File: src/rtl/hazard_pkg.sv
// Shared types and constants for the pipeline hazard controller.
// Build option: HAZARD_FWD_EN selects the forwarding variant of hazard_ctrl.
package hazard_pkg;

  localparam int REG_SEL_W = 3;
  localparam logic [REG_SEL_W-1:0] LINK_REG = 3'd7;

  // EX operand source codes
  localparam logic [1:0] FWD_RF    = 2'b00;
  localparam logic [1:0] FWD_EXMEM = 2'b01;
  localparam logic [1:0] FWD_MEMWB = 2'b10;

  // One in-flight instruction: does it exist, does it write, is it a load, which register
  typedef struct packed {
    logic                 valid;
    logic                 wr;
    logic                 ld;
    logic [REG_SEL_W-1:0] sel;
  } sb_entry_t;

  // Youngest producer wins: the instruction now in EX beats the one in MEM
  function automatic logic [1:0] fwd_pick(input logic m_ex, input logic m_mem);
    if (m_ex) return FWD_EXMEM;
    if (m_mem) return FWD_MEMWB;
    return FWD_RF;
  endfunction

endpackage

File: src/rtl/hazard_scoreboard.sv
// In-flight write tracker: entry 0 is the instruction in EX, entry 1 the one in MEM.
// Shifts every cycle unless held; a bubble inserts an empty entry at the head.
// Also reports, per entry, whether it produces a register the ID instruction reads.
module hazard_scoreboard
  import hazard_pkg::*;
#(
  parameter int DEPTH = 2
) (
  input  logic                 clk,
  input  logic                 rst,
  input  logic                 hold,
  input  logic                 insert_bubble,
  input  sb_entry_t            new_entry,
  input  logic [REG_SEL_W-1:0] rs_sel,
  input  logic                 rs_use,
  input  logic [REG_SEL_W-1:0] rt_sel,
  input  logic                 rt_use,
  output logic [DEPTH-1:0]     rs_match,
  output logic [DEPTH-1:0]     rt_match,
  output logic                 ex_is_load
);

  sb_entry_t sb_q [DEPTH];

  // Shift register: hold on freeze, otherwise admit the new entry or a bubble
  always_ff @(posedge clk) begin
    if (rst) begin
      for (int i = 0; i < DEPTH; i++) sb_q[i] <= '0;
    end else if (!hold) begin
      sb_q[0] <= insert_bubble ? '0 : new_entry;
      for (int i = 1; i < DEPTH; i++) sb_q[i] <= sb_q[i-1];
    end
  end

  // Per-entry producer/consumer match for both read ports
  always_comb begin
    rs_match = '0;
    rt_match = '0;
    for (int j = 0; j < DEPTH; j++) begin
      rs_match[j] = sb_q[j].valid & sb_q[j].wr & rs_use & (sb_q[j].sel == rs_sel);
      rt_match[j] = sb_q[j].valid & sb_q[j].wr & rt_use & (sb_q[j].sel == rt_sel);
    end
    ex_is_load = sb_q[0].valid & sb_q[0].ld;
  end

endmodule

File: src/rtl/hazard_ctrl.sv
// Pipeline sequencing controller: RAW hazard stall, branch flush, memory freeze.
// Per-cycle priority: rst > mem_busy > ex_br_taken > data hazard.
// Build option HAZARD_FWD_EN: only load-use stalls, and EX operand forwarding
// selects are produced; without it every RAW dependency stalls and fwd_* stay 00.
module hazard_ctrl
  import hazard_pkg::*;
#(
  parameter int DEPTH = 2,
  parameter int CNT_W = 16
) (
  input  logic                 clk,
  input  logic                 rst,
  input  logic                 id_valid,
  input  logic [REG_SEL_W-1:0] id_rs_sel,
  input  logic                 id_rs_use,
  input  logic [REG_SEL_W-1:0] id_rt_sel,
  input  logic                 id_rt_use,
  input  logic                 id_wr_en,
  input  logic [REG_SEL_W-1:0] id_wr_sel,
  input  logic                 id_is_load,
  input  logic                 ex_br_taken,
  input  logic                 mem_busy,
  output logic                 stall_pc,
  output logic                 bubble_ex,
  output logic                 flush_ifid,
  output logic                 freeze_all,
  output logic [1:0]           fwd_a,
  output logic [1:0]           fwd_b,
  output logic [CNT_W-1:0]     stall_cnt
);

`ifdef HAZARD_FWD_EN
  localparam bit LOAD_USE_ONLY = 1'b1;
`else
  localparam bit LOAD_USE_ONLY = 1'b0;
`endif

  logic [DEPTH-1:0] rs_match;
  logic [DEPTH-1:0] rt_match;
  logic [DEPTH-1:0] hit;
  logic             ex_is_load;
  logic             haz;
  logic             stall_go;

  hazard_scoreboard #(.DEPTH(DEPTH)) u_sb (
    .clk           (clk),
    .rst           (rst),
    .hold          (mem_busy),
    .insert_bubble (ex_br_taken | haz),
    .new_entry     ({id_valid, id_wr_en, id_is_load, id_wr_sel}),
    .rs_sel        (id_rs_sel),
    .rs_use        (id_rs_use),
    .rt_sel        (id_rt_sel),
    .rt_use        (id_rt_use),
    .rs_match      (rs_match),
    .rt_match      (rt_match),
    .ex_is_load    (ex_is_load)
  );

  // Hazard detection and prioritised pipe controls; all controls are zero in reset
  always_comb begin
    hit        = rs_match | rt_match;
    haz        = id_valid & (LOAD_USE_ONLY ? (hit[0] & ex_is_load) : (|hit));
    stall_go   = !rst & !mem_busy & !ex_br_taken & haz;
    stall_pc   = stall_go;
    flush_ifid = !rst & !mem_busy & ex_br_taken;
    bubble_ex  = stall_go | flush_ifid;
    freeze_all = !rst & mem_busy;
  end

  // Saturating count of cycles lost to data-hazard stalls
  always_ff @(posedge clk) begin
    if (rst) begin
      stall_cnt <= '0;
    end else if (stall_go && (stall_cnt != {CNT_W{1'b1}})) begin
      stall_cnt <= stall_cnt + {{(CNT_W-1){1'b0}}, 1'b1};
    end
  end

`ifdef HAZARD_FWD_EN
  // Operand sources captured as ID advances into EX; a bubble carries no forwarding
  always_ff @(posedge clk) begin
    if (rst) begin
      fwd_a <= FWD_RF;
      fwd_b <= FWD_RF;
    end else if (!mem_busy) begin
      if (ex_br_taken || haz || !id_valid) begin
        fwd_a <= FWD_RF;
        fwd_b <= FWD_RF;
      end else begin
        fwd_a <= fwd_pick(rs_match[0], rs_match[1]);
        fwd_b <= fwd_pick(rt_match[0], rt_match[1]);
      end
    end
  end
`else
  assign fwd_a = FWD_RF;
  assign fwd_b = FWD_RF;
`endif

endmodule

File: config.mk
export PLATFORM = sky130hd
export DESIGN_NAME = hazard_ctrl
export DESIGN_NICKNAME = d
export VERILOG_FILES = /design/src/rtl/hazard_pkg.sv /design/src/rtl/hazard_scoreboard.sv /design/src/rtl/hazard_ctrl.sv
export SDC_FILE = /design/constraint.sdc
export NUM_CORES = 1
export LEC_CHECK = 0
export CAP_MARGIN = 20
export CORE_MARGIN = 8
export CORE_UTILIZATION = 32
export CTS_BUF_LIST = sky130_fd_sc_hd__clkbuf_16
export CTS_CLUSTER_SIZE = 8
export DETAILED_ROUTE_END_ITERATION = 12
export GPL_TIMING_DRIVEN = 0
export MAX_ROUTING_LAYER = met4
export SYNTH_ARGS = -nofsm -noshare
export SYNTH_HDL_FRONTEND = slang
export SYNTH_SLANG_ARGS = --single-unit
File: constraint.sdc
create_clock -name clk -period 3.48 [get_ports clk]
set_clock_uncertainty 0.05 [all_clocks]
set_input_delay 1.044 -clock clk [delete_from_list [all_inputs] [get_ports clk]]
set_output_delay 1.044 -clock clk [all_outputs]
set_load 0.02 [all_outputs]
# Word-level counts from Yosys, hierarchy flattened
# Memories as Yosys holds them, arrays and structs flattened.
# Index checks and enable logic that the tools add are counted.
dict set report word_totals {
  in_bits 18
  mem_bits_rw 12
  wordCells 42
  out_inout_bits 24
  register_bits 16
  memories 1
}
# name depth word_bits rd rd_clocked_by_memory_dff write_ports line_no
set memory_table {}
lappend memory_table {u_sb.sb_q 2 6 2 0 2 hazard_scoreboard.sv:23} ;# sb_entry_t sb_q [DEPTH];
dict set report op_classes {
  n_addsub 1
  reduce_logical 5
  eq_ne 5
  n_bitwise 21
  mux 8
}
# op n
set op_table {}
lappend op_table {{6-bit two-way mux} 3}
lappend op_table {{16-bit by 1-bit adder with 16-bit output (second input constant)} 1}
lappend op_table {{1-bit bitwise AND} 16}
lappend op_table {{16-bit inequality test (second input constant)} 1}
lappend op_table {{3-bit equality test} 4}
lappend op_table {{1-bit two-way mux} 5}
lappend op_table {{1-bit bitwise OR} 4}
lappend op_table {{1-bit zero test} 3}
lappend op_table {{2-bit bitwise OR} 1}
lappend op_table {{2-bit OR reduction} 1}
lappend op_table {{1-bit logical AND} 1}

# Longest topological paths before layout
# Gate-level depths: netlist of run 1.
# An unclocked memory read counts as a cell.
dict set report logic_depth {
  depth_word 10
  mapped_depth 9
}

# By module
# Synthesis of run 1 repeated with hierarchy kept, for this count alone.
dict set report hier_totals {
  hier_cells 154
  hier_area_um2 1541.5
}
# mod area_each_um2 cells_per_inst n_inst seq_area_each_um2
set by_module_without_submodules {}
lappend by_module_without_submodules {hazard_ctrl 939.7 108 1 320.3}
lappend by_module_without_submodules {hazard_scoreboard 601.8 46 1 330.3}

# Least setup slack after synthesis of run 1
# OpenSTA, ideal clock, no wires.
dict set report synth_path {
  path_kind {in2out}
  start {input id_rt_sel[1]}
  end {output bubble_ex}
  path_slack_ns 0.303
  arrival_ns 2.083
  path_stages 7
  required_ns 2.386
  path_buffers 2
  path_cell_list {xnor2_1 -> nand4_1 -> a21oi_2 -> o21ai_2 -> buf_6 -> clkbuf_1 -> nand2b_1}
}
dict set report synth_between {
  elab_chain_cells 7
  elab_cells_between_ends 9
  classes_between {eq/ne: 2; bitwise: 6; reduce/logical: 1}
}
# element line_no
set synth_rtl {}
lappend synth_rtl {{start: declaration} hazard_ctrl.sv:16} ;# input logic [REG_SEL_W-1:0] id_rt_sel,
lappend synth_rtl {{3-bit equality test} hazard_scoreboard.sv:41} ;# rt_match[j] = sb_q[j].valid & sb_q[j].wr & rt_use & (sb_q[j].sel == rt_sel);
lappend synth_rtl {{1-bit bitwise AND} hazard_scoreboard.sv:41}
lappend synth_rtl {{2-bit bitwise OR *} hazard_ctrl.sv:62} ;# hit = rs_match | rt_match;
lappend synth_rtl {{2-bit OR reduction *} hazard_ctrl.sv:63} ;# haz = id_valid & (LOAD_USE_ONLY ? (hit[0] & ex_is_load) : (|hit));
lappend synth_rtl {{1-bit bitwise AND *} hazard_ctrl.sv:63}
lappend synth_rtl {{1-bit bitwise AND *} hazard_ctrl.sv:64} ;# stall_go = !rst & !mem_busy & !ex_br_taken & haz;
lappend synth_rtl {{1-bit bitwise OR *} hazard_ctrl.sv:67} ;# bubble_ex = stall_go | flush_ifid;
lappend synth_rtl {{end: declaration} hazard_ctrl.sv:24} ;# output logic bubble_ex,
# Mark *: on every way between the ends. The rest lies on a longest branch, timed or not.

# Final worst setup path of run 1
dict set report layout_path {
  start {input rst}
  end {output freeze_all}
}
dict set report layout_between {
  elab_chain_cells 2
}
# element line_no
set layout_rtl {}
lappend layout_rtl {{start: declaration} hazard_ctrl.sv:12} ;# input logic rst,
lappend layout_rtl {{1-bit zero test} hazard_ctrl.sv:68} ;# freeze_all = !rst & mem_busy;
lappend layout_rtl {{1-bit bitwise AND} hazard_ctrl.sv:68}
lappend layout_rtl {{end: declaration} hazard_ctrl.sv:26} ;# output logic freeze_all,
# Every way passes these cells.

==> metrics.txt, run 1 <==
status finished clean; remaining routing DRC violations 0; row cnt 24; vias post-DR approximately 1300; first-pass GRT wire length 6.451 mm; maximum VDD drop a little under 0.0002 V; dpl hpwl about 2.7 mm; EDFF count, synth 10; Post-Synthesis Cells 158; slew at the pin closest to its max-slew limit 0.5155 ns; synth unique cells 35; DIE WIDTH a little over 80 um; sequential share of the synthesized area 0.4343; total die area 6859 um2; Fin. Hold Viols 0; IO Port Bufs 35; most frequent cell after synthesis dfxtp_1; CTS root buffer clkbuf_16; pre-CTS setup slack -0.9467 ns; synth-to-layout area growth 38.70%; Pleak roughly 0.70 nW; CTS buffer count 3; number of nets with antenna violations after routing 0; Area contributors post-synth dfxtp_1, edfxtp_1, xnor2_1, a21oi_1, o31ai_1; DRT Pass-1 Iters 4; RSZ-0062 raised after global routing no; drt first-iter violations 79; Slew HR 0.6563; H-tree levels 1; setup slack after layout between 0.1 and 0.15 ns; I/O pin cnt 42; fmax around 300 MHz; Overflow after GRT 0; largest net degree at the start of global routing 16; WL/cell between 10 and 15 um; CTS Sinks 26; clk slew on worst S/H paths 0.07 ns; Initial Util 0.3304; CTS tree done; Avg Cell Area, Syn 9.043 um2; worst setup path class in -> out; Tot GR Track Use 0.1087; share of cells above drive strength 1 0.1287; initial antenna violation count 0; Die Y between 80 and 90 um; worst skew pair latency ~0.26 ns; Critical Path Fanout Max 11; Vias/cell 5.110; antenna cells 0; Worst Setup End Kind output pin; endpoints failing setup 0; max-slew violations 0; pwr dens 349.6 nW/um2; fill count about 430; gp weighted congestion around 0.77; Worst EP arrival ~2.3 ns; CP Launch Type primary input; Period Utilization, post-route 0.9641; maximum clock path buffer count 2; synth cell count leaders dfxtp_1, a21oi_1, xnor2_1; Max Cap Violations 0; DRT Wirelength around 3.6 mm; asr flop ratio synth 0; Final nets 222; Post-synth top flop dfxtp_1; YS warnings 0; register bit total from synthesis 26; fin crit period 3.355 ns; WP data required between 2 and 2.5 ns; share of the synthesized area in the top cell type 0.2242; core footprint 4324 um2; Cell Area, Synth 1429 um2; area leader, netlist dfxtp_1; worst hold path class reg -> reg; hold_ws between 0.4 and 0.5 ns; number of global-route vias before repair 1342
==> area by class of cell <==
type / instances / area, um2 / share of cell area
multi-input cells: 116 / 737.0 / 0.3718
flip-flops and latches: 26 / 620.6 / 0.3131
repair buffers: 39 / 375.4 / 0.1894
clock buffers: 4 / 100.1 / 0.05051
well taps: 52 / 65.06 / 0.03283
plain buffers: 8 / 50.05 / 0.02525
inverters: 9 / 33.78 / 0.01705
==> critical path: stages <==
cell and delay [ns]:
clkbuf_2 0.20, inv_1 0.19, nand2_4 0.14, inv_1 0.08, clkdlybuf4s50_1 0.60
==> kinds of logic after synthesis <==
kind of cell	share of synthesized area
AND/OR/NAND/NOR	0.2522
AO/OA/AOI/OAI	0.1524
flip-flops	0.4343
buffers and inverters	0.06830
XOR/XNOR	0.07355
adder cells (fa/ha/maj)	0.008755
other	0.002624
multiplexers	0.007880
==> layout by cell type (no fill, tap or decap), types with 2 or more instances in the layout <==
cell | netlist | routed
inv_1 | 9 | 8
nand4_1 | 6 | 6
clkbuf_1 | 4 | 2
dlygate4sd2_1 | 0 | 8
and2_1 | 7 | 7
xnor2_1 | 12 | 12
conb_1 | 1 | 4
buf_6 | 1 | 2
o31ai_1 | 8 | 8
nor3_1 | 2 | 2
edfxtp_1 | 10 | 10
clkbuf_16 | 0 | 4
a21oi_2 | 2 | 2
or4_1 | 8 | 8
nand3b_1 | 2 | 2
clkdlybuf4s50_1 | 0 | 24
dfxtp_1 | 16 | 16
nand2_1 | 9 | 8
a21oi_1 | 13 | 13
o21ai_0 | 6 | 6
nor2_1 | 10 | 9
buf_4 | 5 | 9
nand3_1 | 9 | 9
or3_1 | 4 | 4
==> power by group <==
part           internal, mW  leakage [nW]  switching, mW  total (mW)
Combinational        0.0321         0.412         0.0312      0.0633
Clock                 0.200        0.0493          0.102       0.302
Sequential            0.323         0.240        0.00479       0.328
==> what timing repair did <==
item | in CTS | in global routing
hold buffers | 0 | 0
buffers inserted | 3 | 1
resized for setup | 22 | 5
gates cloned | 0 | 0
pin swaps | 4 | 2
setup endpoints to repair | 4 | 2
==> sequential cells by signal, summed over array words and instances, names as in the netlist <==
register and count:
stall_cnt 16, u_sb.sb_q 10
==> per-stage QoR <==
step,cells,TNS [ns],area (um2),util,power [mW]
6_report,254,0,1982,0.4583,0.6928
5_1_grt,254,0,1982,0.4583,0.7195
4_1_cts,254,0,1973,0.4563,0.7017
3_3_place_gp,248,-2.481,1856,0.4291,0.3993
3_5_place_dp,248,-2.441,1856,0.4291,0.3995
2_1_floorplan,161,0,1440,-,0.3691
==> path summary, 6_finish.rpt <==
kind                    from       endpoint  slack [ns]  cells past startpoint
max                      rst     freeze_all        0.12                      5
min            stall_cnt[11]  stall_cnt[11]        0.44                      2
max reg2reg  u_sb.sb_q[0][2]   stall_cnt[6]        1.26                      8
min reg2reg    stall_cnt[11]  stall_cnt[11]        0.44                      2
==> per-layer routing <==
layer,vias up,share of wire,global-route usage
li1,662,-,-
met1,606,0.51,0.1436
met2,30,0.46,0.1704
met3,0,0.031,0.01953
met4,0,0,0.01757
met5,-,0,-
Power figures use the tool's default switching activity.
==> run 2: changes to the inputs <==
--- a/config.mk
+++ b/config.mk
@@ -5,7 +5,7 @@
 export SDC_FILE = /design/constraint.sdc
 export NUM_CORES = 1
 export LEC_CHECK = 0
-export CAP_MARGIN = 20
+export CAP_MARGIN = 10
 export CORE_MARGIN = 8
 export CORE_UTILIZATION = 32
 export CTS_BUF_LIST = sky130_fd_sc_hd__clkbuf_16
==> results of run 2 <==
The final DEF is identical to that of run 1; final timing and power are the same.
==> run 3: changes to the inputs <==
--- a/config.mk
+++ b/config.mk
@@ -5,11 +5,10 @@
 export SDC_FILE = /design/constraint.sdc
 export NUM_CORES = 1
 export LEC_CHECK = 0
-export CAP_MARGIN = 10
-export CORE_MARGIN = 8
+export CAP_MARGIN = 0
+export CORE_MARGIN = 1.5
 export CORE_UTILIZATION = 32
 export CTS_BUF_LIST = sky130_fd_sc_hd__clkbuf_16
-export CTS_CLUSTER_SIZE = 8
 export DETAILED_ROUTE_END_ITERATION = 12
 export GPL_TIMING_DRIVEN = 0
 export MAX_ROUTING_LAYER = met4
==> run 3 against run 2 <==
Against the previous run:
- via count shrank 0.23%
- sequential power is essentially flat
- register-to-register slack is essentially flat
- final area shrank 1.5%
- sequential share of layout area grew 0.48 points
- maximum frequency shrank 1.1%
- worst setup slack lost 0.039 ns
- critical path type unchanged
- clock power shrank 18%
- hold slack is essentially flat
- highest routed layer is now met4
- total power shrank 7.7%
==> metrics.txt, run 3 (synthesis gave the netlist of run 1 again) <==
Vias/cell a little over 5; Comb power frac 0.098; Period Utilization, post-route 0.9753; worst setup path class in -> out; Multi-input gate area about 740 um2; fin crit period 3.394 ns; slowest stage cell, crit path clkdlybuf4s50_1; number of global-route vias before repair ~1200; RSZ-0062 raised after global routing no; number of nets with antenna violations after routing 0; first-pass GRT wire length 5.513 mm; Fin. Hold Viols 0; crit path from id_rs_use; H-tree levels 1; DRT Wirelength 3.299 mm; hold buffers post-CTS 0; max-slew violations 0; Cell Count, Final, Fillers Out 254; commonest non-fill, non-tap cell in the layout clkdlybuf4s50_1; DIE WIDTH approximately 70 um; Final nets 222; setup_tns 0 ns; remaining routing DRC violations 0; status finished clean; share of cells above drive strength 1 0.1188; fill count 440; core footprint between 4000 and 5000 um2; Critical Path Fanout Max 4; share of power burned in the clock network 0.389; most flop-heavy register stall_cnt; sequential power share 0.513; CTS root buffer clkbuf_16; crit-path max cell delay between 0.4 and 0.5 ns; setup slack after layout 0.08583 ns; sw frac 0.2055; antenna cells 0; Slew HR 0.6408; Placed Cells approximately 250; post-route cell area about 2000 um2; Worst EP arrival ~2.3 ns; Largest register FFs 16; Critical Path Stages 7; most frequent cells in the layout clkdlybuf4s50_1, dfxtp_1, a21oi_1; placed cell area 1856 um2; fmax roughly 300 MHz; FF-to-FF End stall_cnt[5]; slew at the pin closest to its max-slew limit 0.5365 ns; worst skew pair latency between 0.2 and 0.3 ns; CP endpoint bubble_ex; Worst Setup End Kind output pin; DRT Pass-1 Iters 4; row cnt 24; initial antenna violation count 0; Tot GR Track Use 0.1397; Max Cap Violations 0; Largest delay share family, worst path buffers and inverters; Overflow after GRT 0; dpl hpwl 2.375 mm; P_sw about 0.13 mW; maximum clock path buffer count 2; CP Launch Type primary input; WP data required roughly 2.4 ns; synth-to-layout area growth 36.60%; Initial Util 0.3304; worst hold path class reg -> reg; Pwr Total approximately 0.64 mW; gp weighted congestion around 0.8; clk slew on worst S/H paths ~0.06 ns; pwr dens 327.8 nW/um2; maximum VDD drop 0.0002424 V; endpoints failing setup 0; drt first-iter violations 47; internal power 0.5084 mW; storage element area 620.6 um2; pre-CTS setup slack -0.8966 ns; WL/cell 12.99 um; biggest regs stall_cnt (16), u_sb.sb_q (10); IO Port Bufs 35; largest net degree at the start of global routing 15; CTS buffer count 3; CTS Sinks 26; Pleak about 0.69 nW; CTS tree done; WP buf/inv 3; total die area 4875 um2; I/O pin cnt between 40 and 50; vias post-DR between 1000 and 1500; r2r setup slk between 1 and 1.5 ns; r2r startpoint u_sb.sb_q[0][0]; FF-to-FF path depth 8; crit path cell chain clkdlybuf4s50_1 > nand4_1 > a21oi_2 > o21ai_2 > buf_6 > nand2b_1 > buf_2; Die Y approximately 70 um
==> run 3: cell count changes in the layout (fill, tap and decap cells not counted), sizes merged <==
cell,delta
clkbuf,-1
clkdlybuf4s50,+1
dlymetal6s2s,-1
inv,+1
==> run 3: power by group through the flow <==
stage | Clock, mW | Sequential (mW) | Combinational, mW
2_1_floorplan | 0 | 0.334 | 0.0354
3_3_place_gp | 0 | 0.335 | 0.0647
3_5_place_dp | 0 | 0.335 | 0.0644
4_1_cts | 0.258 | 0.328 | 0.0633
5_1_grt | 0.271 | 0.329 | 0.0679
6_report | 0.249 | 0.328 | 0.0627
==> run 3: tightest hold or removal path, delay by kind of cell (launching register included) <==
kind | cells | cell delay (ns)
compound gates | 2 | 0.11
flops | 1 | 0.33
==> run 3: cell type report <==
class / instances / area share
Buffer: 9 / 0.03141
Inverter: 9 / 0.01731
Timing Repair Buffer: 38 / 0.1821
Multi-Input combinational cell: 116 / 0.3776
Tap cell: 52 / 0.03333
Clock buffer: 3 / 0.03846
Clock inverter: 1 / 0.001923
Sequential cell: 26 / 0.3179
==> run 3: layer usage <==
layer / track usage / share of wire / up-vias
li1: - / - / 656
met1: 0.1820 / 0.48 / 602
met2: 0.2370 / 0.46 / 35
met3: 0.01599 / 0.047 / 2
met4: 0.02564 / 0.0064 / 0
met5: - / 0 / -
==> run 3: worst min-delay path by stage <==
| stage | start | to | slack, ns | cells past startpoint |
|---|---|---|---|---|
| after global placement | stall_cnt[11] | stall_cnt[11] | 0.44 | 2 |
| after detailed placement | stall_cnt[14] | stall_cnt[14] | 0.44 | 2 |
| final | stall_cnt[14] | stall_cnt[14] | 0.44 | 2 |
| after CTS | stall_cnt[14] | stall_cnt[14] | 0.45 | 2 |
| after floorplan | u_sb.sb_q[0][4] | u_sb.sb_q[0][10] | 0.47 | 1 |
| after global routing | stall_cnt[14] | stall_cnt[14] | 0.49 | 2 |
==> run 3: per-stage QoR <==
stage | hold slack, ns | util
global route | 0.4908 | 0.4514
global placement | 0.4409 | 0.4291
detailed placement | 0.4396 | 0.4291
CTS | 0.4504 | 0.4514
floorplan | 0.4744 | -
finish | 0.4432 | 0.4514
==> run 3: what timing repair did <==
item | CTS | global route
cloned | 0 | 0
pin swaps | 7 | 1
setup endpoints to repair | 4 | 1
resized for setup | 22 | 0
setup buffers | 3 | 0
